File: config.mk
export PLATFORM = sky130hd
export DESIGN_NAME = edge_to_level
export DESIGN_NICKNAME = d
export VERILOG_FILES = /design/src/rtl/edge_pkg.sv /design/src/rtl/hold_timer.sv /design/src/rtl/edge_to_level.sv
export SDC_FILE = /design/constraint.sdc
export NUM_CORES = 1
export LEC_CHECK = 0
export BUFFER_PORTS_ARGS = -buffer_cell sky130_fd_sc_hd__buf_2
export CAP_MARGIN = 20
export CELL_PAD_IN_SITES_DETAIL_PLACEMENT = 1
export CELL_PAD_IN_SITES_GLOBAL_PLACEMENT = 2
export CORE_AREA = 4 4 41 43
export DETAILED_ROUTE_END_ITERATION = 7
export DIE_AREA = 0 0 45 47
export GPL_TIMING_DRIVEN = 0
export PLACE_DENSITY = 0.66
export SYNTH_ARGS = -nofsm -noshare
export SYNTH_HDL_FRONTEND = slang
export SYNTH_SLANG_ARGS = --single-unit
File: constraint.sdc
create_clock -name clk -period 2 [get_ports clk]
set_clock_uncertainty 0.2 [all_clocks]
set_input_delay 0.4 -clock clk [delete_from_list [all_inputs] [get_ports clk]]
set_output_delay 0.4 -clock clk [all_outputs]
set_load 0.005 [all_outputs]
File: src/rtl/edge_pkg.sv
// Shared types and constants for the edge-to-level reconstructor.
// Stats widths are only consumed when EDGE_TO_LEVEL_STATS_EN is defined.
package edge_pkg;

   typedef enum logic [1:0] {
      S_LOW       = 2'd0,
      S_LOW_HOLD  = 2'd1,
      S_HIGH      = 2'd2,
      S_HIGH_HOLD = 2'd3
   } state_t;

   localparam logic LVL_LOW  = 1'b0;
   localparam logic LVL_HIGH = 1'b1;

   localparam int STAT_CHANGE_W = 16;
   localparam int STAT_ERR_W    = 8;

   function automatic logic is_hold(input state_t s);
      return (s == S_LOW_HOLD) || (s == S_HIGH_HOLD);
   endfunction

   function automatic logic level_of(input state_t s);
      return ((s == S_HIGH) || (s == S_HIGH_HOLD)) ? LVL_HIGH : LVL_LOW;
   endfunction

   function automatic state_t hold_state(input logic lvl);
      return (lvl == LVL_HIGH) ? S_HIGH_HOLD : S_LOW_HOLD;
   endfunction

   function automatic state_t stable_state(input logic lvl);
      return (lvl == LVL_HIGH) ? S_HIGH : S_LOW;
   endfunction

endpackage

File: src/rtl/hold_timer.sv
// Loadable down-counter that times the minimum hold window.
// Load wins over decrement; the count parks at zero.
module hold_timer #(
   parameter int CW = 2
) (
   input  logic          clk,
   input  logic          reset,
   input  logic          load,
   input  logic [CW-1:0] load_val,
   input  logic          en,
   output logic          expired
);

   logic [CW-1:0] cnt_q, cnt_d;

   always_comb begin
      cnt_d = cnt_q;
      if (load) begin
         cnt_d = load_val;
      end else if (en && (cnt_q != '0)) begin
         cnt_d = cnt_q - CW'(1);
      end
   end

   always_ff @(posedge clk) begin
      if (reset) begin
         cnt_q <= '0;
      end else begin
         cnt_q <= cnt_d;
      end
   end

   assign expired = (cnt_q == '0);

endmodule

File: src/rtl/edge_to_level.sv
// Rebuilds a level from rising/falling edge pulses with a minimum hold time and a
// one-deep pending slot. Define EDGE_TO_LEVEL_STATS_EN to add change/error counters.
module edge_to_level
   import edge_pkg::*;
#(
   parameter int MIN_HOLD = 4
) (
   input  logic clk,
   input  logic reset,
   input  logic p_edge,
   input  logic n_edge,
   output logic level,
   output logic change,
   output logic busy,
   output logic err_conflict,
   output logic err_redundant
`ifdef EDGE_TO_LEVEL_STATS_EN
   ,
   output logic [STAT_CHANGE_W-1:0] change_count,
   output logic [STAT_ERR_W-1:0]    err_count
`endif
);

   localparam int CW = (MIN_HOLD > 1) ? $clog2(MIN_HOLD) : 1;
   localparam logic [CW-1:0] HOLD_LOAD = CW'(MIN_HOLD - 1);

   if (MIN_HOLD < 1) begin : g_bad_min_hold
      $error("edge_to_level: MIN_HOLD must be at least 1");
   end

   state_t state_q, state_d;
   logic   pending_q, pending_d;
   logic   change_q, change_d;
   logic   err_conflict_q, err_conflict_d;
   logic   err_redundant_q, err_redundant_d;

   logic cur_level;
   logic tgt;
   logic conflict;
   logic req_valid;
   logic req_redundant;
   logic req_toggle;
   logic eff_pending;
   logic timer_load;
   logic timer_en;
   logic timer_expired;

   hold_timer #(
      .CW (CW)
   ) u_hold_timer (
      .clk      (clk),
      .reset    (reset),
      .load     (timer_load),
      .load_val (HOLD_LOAD),
      .en       (timer_en),
      .expired  (timer_expired)
   );

   // A single edge either confirms the target (redundant) or toggles the pending slot.
   always_comb begin
      cur_level     = level_of(state_q);
      tgt           = pending_q ? ~cur_level : cur_level;
      conflict      = p_edge & n_edge;
      req_valid     = p_edge ^ n_edge;
      req_redundant = req_valid && (p_edge == tgt);
      req_toggle    = req_valid && (p_edge != tgt);
      eff_pending   = pending_q ^ req_toggle;
   end

   always_ff @(posedge clk) begin
      if (reset) begin
         state_q         <= S_LOW;
         pending_q       <= 1'b0;
         change_q        <= 1'b0;
         err_conflict_q  <= 1'b0;
         err_redundant_q <= 1'b0;
      end else begin
         state_q         <= state_d;
         pending_q       <= pending_d;
         change_q        <= change_d;
         err_conflict_q  <= err_conflict_d;
         err_redundant_q <= err_redundant_d;
      end
   end

   always_comb begin
      state_d         = state_q;
      pending_d       = pending_q;
      change_d        = 1'b0;
      err_conflict_d  = conflict;
      err_redundant_d = req_redundant;
      timer_load      = 1'b0;
      timer_en        = is_hold(state_q);
      unique case (state_q)
         S_LOW, S_HIGH: begin
            pending_d = 1'b0;
            if (req_toggle) begin
               state_d    = hold_state(~cur_level);
               timer_load = 1'b1;
               change_d   = 1'b1;
            end
         end
         S_LOW_HOLD, S_HIGH_HOLD: begin
            if (!timer_expired) begin
               pending_d = eff_pending;
            end else if (eff_pending) begin
               state_d    = hold_state(~cur_level);
               timer_load = 1'b1;
               change_d   = 1'b1;
               pending_d  = 1'b0;
            end else begin
               state_d   = stable_state(cur_level);
               pending_d = 1'b0;
            end
         end
         default: begin
            state_d   = S_LOW;
            pending_d = 1'b0;
         end
      endcase
   end

   always_comb begin
      level         = level_of(state_q);
      busy          = is_hold(state_q);
      change        = change_q;
      err_conflict  = err_conflict_q;
      err_redundant = err_redundant_q;
   end

`ifdef EDGE_TO_LEVEL_STATS_EN
   logic [STAT_CHANGE_W-1:0] change_cnt_q, change_cnt_d;
   logic [STAT_ERR_W-1:0]    err_cnt_q, err_cnt_d;

   // Both counters saturate; simultaneous errors count once.
   always_comb begin
      change_cnt_d = change_cnt_q;
      err_cnt_d    = err_cnt_q;
      if (change_q && (change_cnt_q != '1)) begin
         change_cnt_d = change_cnt_q + STAT_CHANGE_W'(1);
      end
      if ((err_conflict_q || err_redundant_q) && (err_cnt_q != '1)) begin
         err_cnt_d = err_cnt_q + STAT_ERR_W'(1);
      end
   end

   always_ff @(posedge clk) begin
      if (reset) begin
         change_cnt_q <= '0;
         err_cnt_q    <= '0;
      end else begin
         change_cnt_q <= change_cnt_d;
         err_cnt_q    <= err_cnt_d;
      end
   end

   assign change_count = change_cnt_q;
   assign err_count    = err_cnt_q;
`endif

endmodule

==> impl_results.md <==
* Run status: finished clean
* Chip Height at 47 um
* Switch share at 28.3%
* Hold Buf Count CTS at 0
* Worst-Margin Slew at 0.390 ns
* Skew-Pair Late Insertion Delay at 0.25 ns
* Total chip power at 0.437 mW
* Max-cap violations at 0
* Simple logic cell fraction of the synthesized area at 19.1%
* Mapped Avg Cell Area at 9.74 um^2
* CTS Root Cell: clkbuf_4
* Tot GR Track Use at 9.19%
* Relative slew margins at 73.3%
* # DRC at 0
* Min-delay worst type: input pin to flop
* Drt total wl at 723 um
* Core Region at 0.00130 mm^2
* Syn. warnings at 0
* Die area at 0.00212 mm^2
* Number of distinct library cells after synthesis at 18
* IO Port Bufs at 7
* First-pass GRT wire length at 1280 um
* Gpl congestion at 0.710
* Dpl ws at -0.212 ns
* Final nets at 55
* Post-synthesis mux area share at 4.17%
* Logic pwr share at 27.3%
* Syn Inst Count at 37
* P_int at 0.313 mW
* HPWL after DPL at 598 um
* DR WL/cell at 11.7 um
* Final period util at 97.2%
* Post-Synth Adder-Cell Area at 6.94%
* Post-CTS Setup Inserts at 0
* ANT nets after route at 0
* Post-synthesis sequential area ratio at 44.4%
* Peak supply drop at 0.429 mV
* Req. time, crit path at 1.94 ns
* Number of global-route vias before repair at 326
* Netlist Area Pre-Place at 360 um^2
* Largest net degree at the start of global routing at 10
* Share of cells above drive strength 1 at 29.8%
* Post-synth net total at 43
* RSZ-0062 raised after global routing: no
* Core Rows at 13
* Clock-pin slew on the worst setup and hold paths at 0.05 ns
* CTS H-tree depth at 1
* Boundary pin count at 9
* Grt total ovfl at 0
* Filler cells at 164
* Final worst slack at 0.0562 ns
* Max-slew violations at 0
* Upper clock frequency limit at 0.514 GHz
* Clock Power Share at 27.4%
* Worst setup SP type: input pin
* CTS Buf Count at 3
* #FFs+latches synth at 8
* Seq pwr share at 45.4%
* CP max FO at 6
* Final setup viols at 0
* Final Critical Period at 1.94 ns
* Vias at 297
* Initial antenna violation count at 0
* Vias per cell at 4.79
* WP data arrival at 1.88 ns
* Clock sinks at 8
* First-pass DRT Iterations at 1
* R2R setup slack at 0.13 ns
* Initial core utilization at 27.7%
* P_sw at 0.123 mW
* Compound-Gate Fraction of Synth Area at 12.5%
* Most frequent cells in the layout: 8 x buf_2, 8 x dfxtp_1, 4 x nor2_1
* Final Hold Viols at 0
* Area grow syn2layout at 21.9%
* CTS Buffer Depth at 2
* Synth Area in XOR/XNOR at 7.29%
* CTS tree: yes
* CTS resizes at 0
* Ant diodes at 0
* Leakage power at 0.191 nW
* Main combinational cell family by area after synthesis: simple AND/OR/NAND/NOR gates
* Drt initial violations at 0
* Crit path kind: input pin to flop
* Die X at 45 um
* Pwr dens at 994 mW/mm^2
* Endpoint class of the critical path: flop
-- worst max-delay path, stage by stage --
cell and delay, ns:
buf_2 0.11, ha_1 0.38, and4b_1 0.22, a31oi_1 0.14, a21boi_2 0.31, mux2_4 0.33
-- per-layer routing --
layer  track usage (%)  wire (um)
met5                 0          0
met1              8.49        292
met3              3.83         48
met2              15.3        354
met4              8.77         27
-- kinds of logic (layout without fill, tap and decap cells) --
group,after synthesis,in the layout
AOI/OAI and AO/OA,6,6
xor gates and xnor gates,3,3
adders and majority gates,2,2
buffers and inverters,5,15
DFF,8,8
muxes,1,1
and+or+nand+nor,12,12
-- sequential cells by signal (all words and copies together) (netlist names) --
signal              cells
state_q                 2
u_hold_timer.cnt_q      2
change                  1
err_redundant           1
pending_q               1
err_conflict            1
-- final timing paths --
kind,start,end,cells after the start
min reg2reg,u_hold_timer.cnt_q[1]$_SDFFE_PP0P_,u_hold_timer.cnt_q[1]$_SDFFE_PP0P_,2
max reg2reg,u_hold_timer.cnt_q[0]$_SDFFE_PP0P_,state_q[1]$_SDFFE_PP0P_,6
min,n_edge,err_conflict$_SDFF_PP0_,3
max,p_edge,state_q[1]$_SDFFE_PP0P_,6
-- power by group through the flow --
stage	combinational, mW	clock [mW]	sequential, mW
2_1_floorplan	0.0861	0	0.199
3_3_place_gp	0.112	0	0.200
3_5_place_dp	0.120	0	0.202
4_1_cts	0.120	0.127	0.198
5_1_grt	0.137	0.139	0.202
6_report	0.119	0.119	0.198
-- layout make-up --
type / instances / area [um^2] / share of cell area, %
timing repair buffer: 7 / 35.0 / 7.98
tap: 15 / 18.8 / 4.27
inverter: 2 / 7.51 / 1.71
buffer: 3 / 12.5 / 2.85
sequential: 8 / 160 / 36.5
multi-input combinational: 24 / 183 / 41.6
clock buffer: 3 / 22.5 / 5.13
-- synthesized netlist by cell type --
cell type	number	area, um^2
nor3b_1	1	7.51
nor2b_1	4	25.0
a2111oi_0	1	8.76
dfxtp_1	8	160
a21boi_2	1	11.3
a21oi_1	2	10.0
a31oi_1	1	6.26
ha_1	2	25.0
nor2_1	4	15.0
mux2_4	1	15.0
nand2b_1	1	6.26
xnor2_1	3	26.3
nor3_1	1	5.00
clkbuf_1	2	7.51
a221oi_1	1	8.76
and4b_1	1	10.0
buf_2	1	5.00
inv_1	2	7.51
-- per-stage QoR --
stage               utilization, %  std cells  area (um^2)  hold WS, ns  setup TNS, ns
global route                  33.8         62          439        0.327              0
detailed placement            31.8         59          414        0.336         -0.281
global placement              31.8         59          414        0.314         -0.145
CTS                           33.6         62          437        0.293              0
floorplan                        -         37          360        0.289              0
finish                        33.8         62          439        0.299              0
Note: power is estimated with default switching activity, not from simulation.
